==> config.mk <==
export PLATFORM = sky130hd
export DESIGN_NAME = fetch_queue
export DESIGN_NICKNAME = d
export VERILOG_FILES = /design/src/rtl/fetch_pkg.sv /design/src/rtl/fetch_queue_mem.sv /design/src/rtl/fetch_queue.sv
export SDC_FILE = /design/constraint.sdc
export NUM_CORES = 1
export LEC_CHECK = 0
export BUFFER_PORTS_ARGS = -buffer_cell sky130_fd_sc_hd__buf_2
export CAP_MARGIN = 20
export CELL_PAD_IN_SITES_DETAIL_PLACEMENT = 1
export CELL_PAD_IN_SITES_GLOBAL_PLACEMENT = 2
export CORE_MARGIN = 3
export CORE_UTILIZATION = 42
export CTS_CLUSTER_SIZE = 16
export DETAILED_ROUTE_END_ITERATION = 10
export PLACE_DENSITY_LB_ADDON = 0.1
export SLEW_MARGIN = 20
export SYNTH_ARGS = -nofsm -noshare
export SYNTH_HDL_FRONTEND = slang
export SYNTH_HIERARCHICAL = 1
export SYNTH_SLANG_ARGS = --single-unit
==> constraint.sdc <==
create_clock -name clk -period 7.4 [get_ports clk]
set_clock_uncertainty 0.2 [all_clocks]
set_input_delay 0.37 -clock clk [delete_from_list [all_inputs] [get_ports clk]]
set_output_delay 0.37 -clock clk [all_outputs]
set_load 0.005 [all_outputs]
==> src/rtl/fetch_pkg.sv <==
// Constants shared by the fetch queue and its storage; entry types live in
// the modules because they depend on module parameters.
package fetch_pkg;
  localparam int INST_BYTES = 4;
endpackage

==> src/rtl/fetch_queue_mem.sv <==
// DEPTH-entry instruction/PC storage with FETCH_WIDTH write ports and one
// asynchronous read port. Contents are deliberately not reset.
module fetch_queue_mem #(
  parameter int INST_WIDTH  = 32,
  parameter int ADDR_WIDTH  = 32,
  parameter int DEPTH       = 8,
  parameter int FETCH_WIDTH = 2
) (
  input  logic                                     clk,
  input  logic [FETCH_WIDTH-1:0]                   wr_en,
  input  logic [FETCH_WIDTH*$clog2(DEPTH)-1:0]     wr_idx,
  input  logic [FETCH_WIDTH*INST_WIDTH-1:0]        wr_inst,
  input  logic [FETCH_WIDTH*ADDR_WIDTH-1:0]        wr_pc,
  input  logic [$clog2(DEPTH)-1:0]                 rd_idx,
  output logic [INST_WIDTH-1:0]                    rd_inst,
  output logic [ADDR_WIDTH-1:0]                    rd_pc
);
  localparam int IDX_W = $clog2(DEPTH);

  logic [INST_WIDTH-1:0] mem_inst [DEPTH];
  logic [ADDR_WIDTH-1:0] mem_pc   [DEPTH];

  // Slot indices within one packet never collide, so port order is irrelevant.
  always_ff @(posedge clk) begin
    for (int k = 0; k < FETCH_WIDTH; k++) begin
      if (wr_en[k]) begin
        mem_inst[wr_idx[k*IDX_W +: IDX_W]] <= wr_inst[k*INST_WIDTH +: INST_WIDTH];
        mem_pc[wr_idx[k*IDX_W +: IDX_W]]   <= wr_pc[k*ADDR_WIDTH +: ADDR_WIDTH];
      end
    end
  end

  assign rd_inst = mem_inst[rd_idx];
  assign rd_pc   = mem_pc[rd_idx];
endmodule

==> src/rtl/fetch_queue.sv <==
// Fetch-to-decode instruction queue: multi-slot packet writes, one-per-cycle
// first-word-fall-through reads, synchronous flush and occupancy status.
module fetch_queue
  import fetch_pkg::*;
#(
  parameter int INST_WIDTH  = 32,
  parameter int ADDR_WIDTH  = 32,
  parameter int DEPTH       = 8,
  parameter int FETCH_WIDTH = 2,
  parameter int AF_LEVEL    = DEPTH - FETCH_WIDTH
) (
  input  logic                                clk,
  input  logic                                reset_n,
  input  logic                                flush,
  input  logic                                in_valid,
  input  logic [$clog2(FETCH_WIDTH+1)-1:0]    in_count,
  input  logic [FETCH_WIDTH*INST_WIDTH-1:0]   in_insts,
  input  logic [ADDR_WIDTH-1:0]               in_pc,
  output logic                                in_ready,
  output logic                                out_valid,
  output logic [INST_WIDTH-1:0]               out_inst,
  output logic [ADDR_WIDTH-1:0]               out_pc,
  input  logic                                out_ready,
  output logic [$clog2(DEPTH):0]              count,
  output logic                                almost_full
);
  localparam int IDX_W = $clog2(DEPTH);
  localparam int PTR_W = IDX_W + 1;
  localparam int CNT_W = $clog2(FETCH_WIDTH + 1);

  typedef struct packed {
    logic [INST_WIDTH-1:0] inst;
    logic [ADDR_WIDTH-1:0] pc;
  } entry_t;

  // Handshake: a transfer happens on an edge where valid and ready are both
  // high and flush is low; ready never depends on same-cycle valid.
  logic [PTR_W-1:0]                 wptr, rptr, n_wr, free_cnt;
  logic                             wr_fire, rd_fire;
  logic [FETCH_WIDTH-1:0]           wr_en;
  logic [FETCH_WIDTH*IDX_W-1:0]     wr_idx;
  logic [FETCH_WIDTH*ADDR_WIDTH-1:0] wr_pc;
  logic [INST_WIDTH-1:0]            rd_inst;
  logic [ADDR_WIDTH-1:0]            rd_pc;
  entry_t                           head;

  assign count       = wptr - rptr;
  assign free_cnt    = PTR_W'(DEPTH) - count;
  assign in_ready    = free_cnt >= PTR_W'(FETCH_WIDTH);
  assign out_valid   = count != '0;
  assign almost_full = count >= PTR_W'(AF_LEVEL);
  assign wr_fire     = in_valid & in_ready & ~flush;
  assign rd_fire     = out_valid & out_ready & ~flush;

  // Oversized in_count values are clamped to the packet width.
  always_comb begin
    if (in_count > CNT_W'(FETCH_WIDTH)) n_wr = PTR_W'(FETCH_WIDTH);
    else                                n_wr = PTR_W'(in_count);
  end

  always_comb begin
    wr_en  = '0;
    wr_idx = '0;
    wr_pc  = '0;
    for (int k = 0; k < FETCH_WIDTH; k++) begin
      wr_en[k]                          = wr_fire && (PTR_W'(k) < n_wr);
      wr_idx[k*IDX_W +: IDX_W]          = wptr[IDX_W-1:0] + IDX_W'(k);
      wr_pc[k*ADDR_WIDTH +: ADDR_WIDTH] = in_pc + ADDR_WIDTH'(k * INST_BYTES);
    end
  end

  always_ff @(posedge clk or negedge reset_n) begin
    if (!reset_n) begin
      wptr <= '0;
      rptr <= '0;
    end else if (flush) begin
      wptr <= '0;
      rptr <= '0;
    end else begin
      if (wr_fire) wptr <= wptr + n_wr;
      if (rd_fire) rptr <= rptr + 1'b1;
    end
  end

  fetch_queue_mem #(
    .INST_WIDTH (INST_WIDTH),
    .ADDR_WIDTH (ADDR_WIDTH),
    .DEPTH      (DEPTH),
    .FETCH_WIDTH(FETCH_WIDTH)
  ) u_mem (
    .clk    (clk),
    .wr_en  (wr_en),
    .wr_idx (wr_idx),
    .wr_inst(in_insts),
    .wr_pc  (wr_pc),
    .rd_idx (rptr[IDX_W-1:0]),
    .rd_inst(rd_inst),
    .rd_pc  (rd_pc)
  );

  assign head     = '{inst: rd_inst, pc: rd_pc};
  assign out_inst = out_valid ? head.inst : '0;
  assign out_pc   = out_valid ? head.pc : '0;
endmodule

==> flow_results.org <==
** STA
- Measured against its own limit, the worst slew margin works out to 0.310.
- The count of pins over their slew limit is 0.
- Actual slew at the worst max-slew pin :: 1030 ps
- The final hold violation count came to 0.
- Dividing the final minimum period by the clock period gives 0.845.
- Setup repair after global routing left no endpoint under its margin.
- Setup violations remaining at the end of the flow were counted as 0.
- Shortest period the worst path allows :: 6250 ps
- Worst Hold Slack :: 44.6 ps
- Derived from the worst setup path, the maximum achievable clock frequency is 0.160 GHz.

** Detailed routing
- Detailed routing inserted a total of 15500 vias.
- After detailed routing, the number of vias per cell comes to 5.65.
- After detailed routing, the number of remaining DRC violations is 0.
- Summed over all nets, wire length on met2 after detailed routing comes to 38.5 mm.
- The count of nets left with antenna violations once routing finished came out at 0.
- Routed wire length on met3 :: 2.49 mm
- In the final routed layout, each cell accounts on average for 27.3 um.
- Initial drt markers :: 995
- Total routed wirelength :: 74.8 mm
- DRT Pass-1 Iters :: 5
- Detailed-route wire length on metal 1 :: 33.0 mm
- After detailed routing, no signal wire sits above met4.

** Logic synthesis
- The most used flip-flop cell after synthesis is sky130_fd_sc_hd__edfxtp_1.
- Syn nets :: 1684
- Post-synthesis instance total :: 1568
- After synthesis the cells add up to 27200 um^2.
- Proportion of register bits with asynchronous set or reset after synthesis :: 0.0154
- Syn Area/Cell :: 17.4 um^2
- Of the synthesized area, sequential elements account for 0.572.
- Counting distinct cell types in the post-synthesis netlist gives 50.
- Number of synthesized flops with an enable pin :: 512
- Number of synthesized register bits :: 520
- During synthesis, Yosys emitted a total of 6 warnings.

** Power and ir drop
- Worst ir drop on vdd :: 264 uV
- For this design the static power due to leakage is 10.6 nW.
- The share of total power dissipated in combinational logic is 0.316.
- Sequential fraction of design power :: 0.394
- Of the total power, the share spent switching nets is 0.305.
- For this design the ratio of total power to cell area is 297 nW/um^2.
- The analysis attributes to net switching a power of 2.89 mW.
- Proportion of power drawn by the clock network :: 0.290
- Internal power :: 6.60 mW
- Summing internal, switching and leakage power gives 9.50 mW.

** Global routing
- The first global-routing pass estimated 112 mm of wire.
- Combined global-route utilization of all metal layers :: 0.220
- The initial antenna violation count is 2.
- The number of global-route vias before repair came to 17000.
- Entering global routing, the biggest net connects 73 pins.
- Sum of overflow across all layers after global routing :: 0

** Flow run
- Across the run, the number of max-cap violations was 0.

** Layout
- The multi-input combinational cells in the finished layout cover a total of 11100 um^2.
- The library cell used most frequently in the layout, excluding fill and tap cells, is sky130_fd_sc_hd__mux2_2.
- Total of fill cells in the finished design :: 5997
- Relative to the synthesized area, the layout overhead comes to 17.2%.
- The top cell types in the final layout, fill and taps aside, are sky130_fd_sc_hd__mux2_2, sky130_fd_sc_hd__edfxtp_1, sky130_fd_sc_hd__buf_2.
- Area used by sequential logic in the layout :: 15600 um^2
- Final net count :: 1960
- In the final layout, the share of cells above drive strength 1 is 0.533.

** Clock tree
- The longest clock path from root to sink contains 3 buffers.
- After clock tree synthesis, the repair step resized 0 gates.
- CTS sink count :: 520
- Max H-tree Level :: 2
- At the later pin of the worst-skew pair, clock insertion delay measures 610 ps.
- CTS tree :: yes
- Number of buffers added for setup after CTS :: 0
- Total of hold buffers inserted after clock tree synthesis :: 109
- Clock transition at the register clock pins on the worst setup and hold paths after CTS :: 60 ps
- Number of buffers added by the clock tree synthesis step :: 58
- The tree is rooted in a sky130_fd_sc_hd__clkbuf_16.

** Setup path
- Crit end category :: flip-flop
- Max Fanout on Critical Path :: 35
- STA puts the critical path data required time at 7550 ps.
- On the worst path, the slowest cell contributes a delay of 830 ps.
- Tracing the worst setup path back leads to its startpoint at wptr[0]$_DFFE_PN0P_.
- The cell that appears most often on the critical path is sky130_fd_sc_hd__inv_1.
- Setup crit start kind :: flip-flop
- The worst setup path is of the flip-flop to flip-flop kind.
- In this design, the largest share of critical-path delay is due to simple AND/OR/NAND/NOR gates.
- Critical path, cell by cell :: inv_1, ha_1, inv_1, fa_1, xnor2_1, and3_1, xnor3_1, a21boi_2, nor3b_1, and4bb_4, buf_4, mux2_2, dlygate4sd3_1
- The slowest stage of the critical path belongs to the cell sky130_fd_sc_hd__and4bb_4.
- STA puts the critical path data arrival time at 6410 ps.
- Together, buffers and inverters on the worst path number 4.
- In this run the critical register-to-register path is launched from wptr[0]$_DFFE_PN0P_.

** Floorplanning
- Std cell rows :: 92
- Effective utilization at floorplan :: 0.428
- Measured along the y axis, the die boundary spans 261 um.
- DIE AREA :: 68000 um^2
- X dimension of the die :: 261 um
- IO Count :: 174
- Core footprint :: 63700 um^2

** Place
- Global placer's final weighted congestion :: 0.710
- PortBufs :: 173
- Detailed placement ended at an HPWL of 41.9 mm.

** Min path
- The worst hold path belongs to the class primary input to flip-flop.
- The worst hold path begins at in_pc[24].

** Run status
- The run finished with clean final reports.
[area by class of cell]
type / instances / share of cell area
flip-flops and latches: 520 / 0.488
inverters: 16 / 0.00188
clock inverters: 31 / 0.00713
well taps: 846 / 0.0331
clock buffers: 78 / 0.0485
multi-input cells: 932 / 0.348
diodes: 2 / 0.000157
repair buffers: 316 / 0.0733
[metal layers]
| metal | vias up | track usage |
|---|---|---|
| met3 | 61 | 0.0265 |
| met4 | 0 | 0.0421 |
| met2 | 283 | 0.388 |
| li1 | 6863 | - |
| met1 | 8283 | 0.294 |
| met5 | - | 0 |
[cells in the mapped netlist (2+ instances only)]
| master | instances | share of area |
|---|---|---|
| sky130_fd_sc_hd__mux2_2 | 577 | 0.24 |
| sky130_fd_sc_hd__edfxtp_1 | 512 | 0.56 |
| sky130_fd_sc_hd__mux4_2 | 128 | 0.11 |
| sky130_fd_sc_hd__nor2b_1 | 67 | 0.015 |
| sky130_fd_sc_hd__buf_2 | 44 | 0.0081 |
| sky130_fd_sc_hd__buf_4 | 23 | 0.0063 |
| sky130_fd_sc_hd__xnor2_1 | 23 | 0.0074 |
| sky130_fd_sc_hd__nand2_1 | 21 | 0.0029 |
| sky130_fd_sc_hd__inv_1 | 16 | 0.0022 |
| sky130_fd_sc_hd__nor2_1 | 15 | 0.0021 |
| sky130_fd_sc_hd__buf_6 | 12 | 0.0050 |
| sky130_fd_sc_hd__clkbuf_1 | 12 | 0.0017 |
| sky130_fd_sc_hd__ha_1 | 11 | 0.0051 |
| sky130_fd_sc_hd__nand3_1 | 10 | 0.0018 |
| sky130_fd_sc_hd__buf_1 | 9 | 0.0012 |
| sky130_fd_sc_hd__xor2_1 | 9 | 0.0029 |
| sky130_fd_sc_hd__dfrtp_1 | 8 | 0.0073 |
| sky130_fd_sc_hd__nand4_1 | 8 | 0.0018 |
| sky130_fd_sc_hd__nand2b_1 | 6 | 0.0014 |
| sky130_fd_sc_hd__o21ai_0 | 6 | 0.0011 |
| sky130_fd_sc_hd__a21oi_1 | 5 | 0.00092 |
| sky130_fd_sc_hd__and3_1 | 5 | 0.0011 |
| sky130_fd_sc_hd__and4bb_2 | 3 | 0.0014 |
| sky130_fd_sc_hd__nand4b_1 | 3 | 0.00096 |
| sky130_fd_sc_hd__nor3_1 | 3 | 0.00055 |
| sky130_fd_sc_hd__a31o_2 | 2 | 0.00064 |
| sky130_fd_sc_hd__and4_1 | 2 | 0.00064 |
| sky130_fd_sc_hd__fa_1 | 2 | 0.0015 |
| sky130_fd_sc_hd__mux2_1 | 2 | 0.00083 |
| sky130_fd_sc_hd__nor3b_1 | 2 | 0.00055 |
| sky130_fd_sc_hd__nor3b_2 | 2 | 0.00092 |
| sky130_fd_sc_hd__o21bai_1 | 2 | 0.00055 |
[per-stage QoR]
step,worst slack [ps],cells,utilization,TNS (ps),area [um^2]
CTS,1160,2739,0.502,0,31900
floorplan,-463,1568,-,-88850,27200
global placement,1820,2519,0.456,0,29000
global route,821,2739,0.502,0,31900
detailed placement,1730,2521,0.457,0,29100
finish,1150,2741,0.502,0,31900
[power groups by stage]
| stage | Combinational, mW | Sequential (mW) | Clock [mW] |
|---|---|---|---|
| global route | 3.29 | 3.77 | 2.95 |
| detailed placement | 3.01 | 3.81 | 0 |
| CTS | 3.08 | 3.75 | 2.85 |
| finish | 3.00 | 3.74 | 2.75 |
| floorplan | 1.92 | 3.74 | 0 |
| global placement | 2.97 | 3.80 | 0 |
[worst reg2reg max path, cell delays in order (launching register included)]
cell	delay, ps
sky130_fd_sc_hd__dfrtp_1	470
sky130_fd_sc_hd__inv_1	270
sky130_fd_sc_hd__ha_1	220
sky130_fd_sc_hd__inv_1	60
sky130_fd_sc_hd__fa_1	380
sky130_fd_sc_hd__xnor2_1	360
sky130_fd_sc_hd__and3_1	220
sky130_fd_sc_hd__xnor3_1	290
sky130_fd_sc_hd__a21boi_2	250
sky130_fd_sc_hd__nor3b_1	780
sky130_fd_sc_hd__and4bb_4	830
sky130_fd_sc_hd__buf_4	690
sky130_fd_sc_hd__mux2_2	430
sky130_fd_sc_hd__dlygate4sd3_1	560
[sequential cells by signal, summed over array words and instances, names as in the netlist]
signal and count:
u_mem/mem_inst 256, u_mem/mem_pc 256, wptr 4, rptr 4
[final timing paths]
kind                                                    to  slack [ps]  cells after the start
min in group asynchronous              wptr[1]$_DFFE_PN0P_         550                      3
min                          u_mem/mem_pc[6][24]$_DFFE_PP_          40                      2
max                        u_mem/mem_inst[2][30]$_DFFE_PP_        1150                     13
max reg2reg                u_mem/mem_inst[2][30]$_DFFE_PP_        1150                     13
max in group asynchronous              rptr[2]$_DFFE_PN0P_        6150                      3
min reg2reg                            rptr[3]$_DFFE_PN0P_         390                      2
[kinds of logic (layout without fill, tap and decap cells)]
family                   count (synthesis)  after routing  synth area share
multiplexers                           709            709             0.346
flip-flops                             520            520             0.572
AND/OR/NAND/NOR                        155            155            0.0343
buffers and inverters                  116            441            0.0245
XOR/XNOR                                33             33            0.0111
AO/OA/AOI/OAI                           22             22           0.00583
adder cells (fa/ha/maj)                 13             13           0.00652
other                                    0              2                 0
No activity file was read; power rests on OpenSTA's default activity.
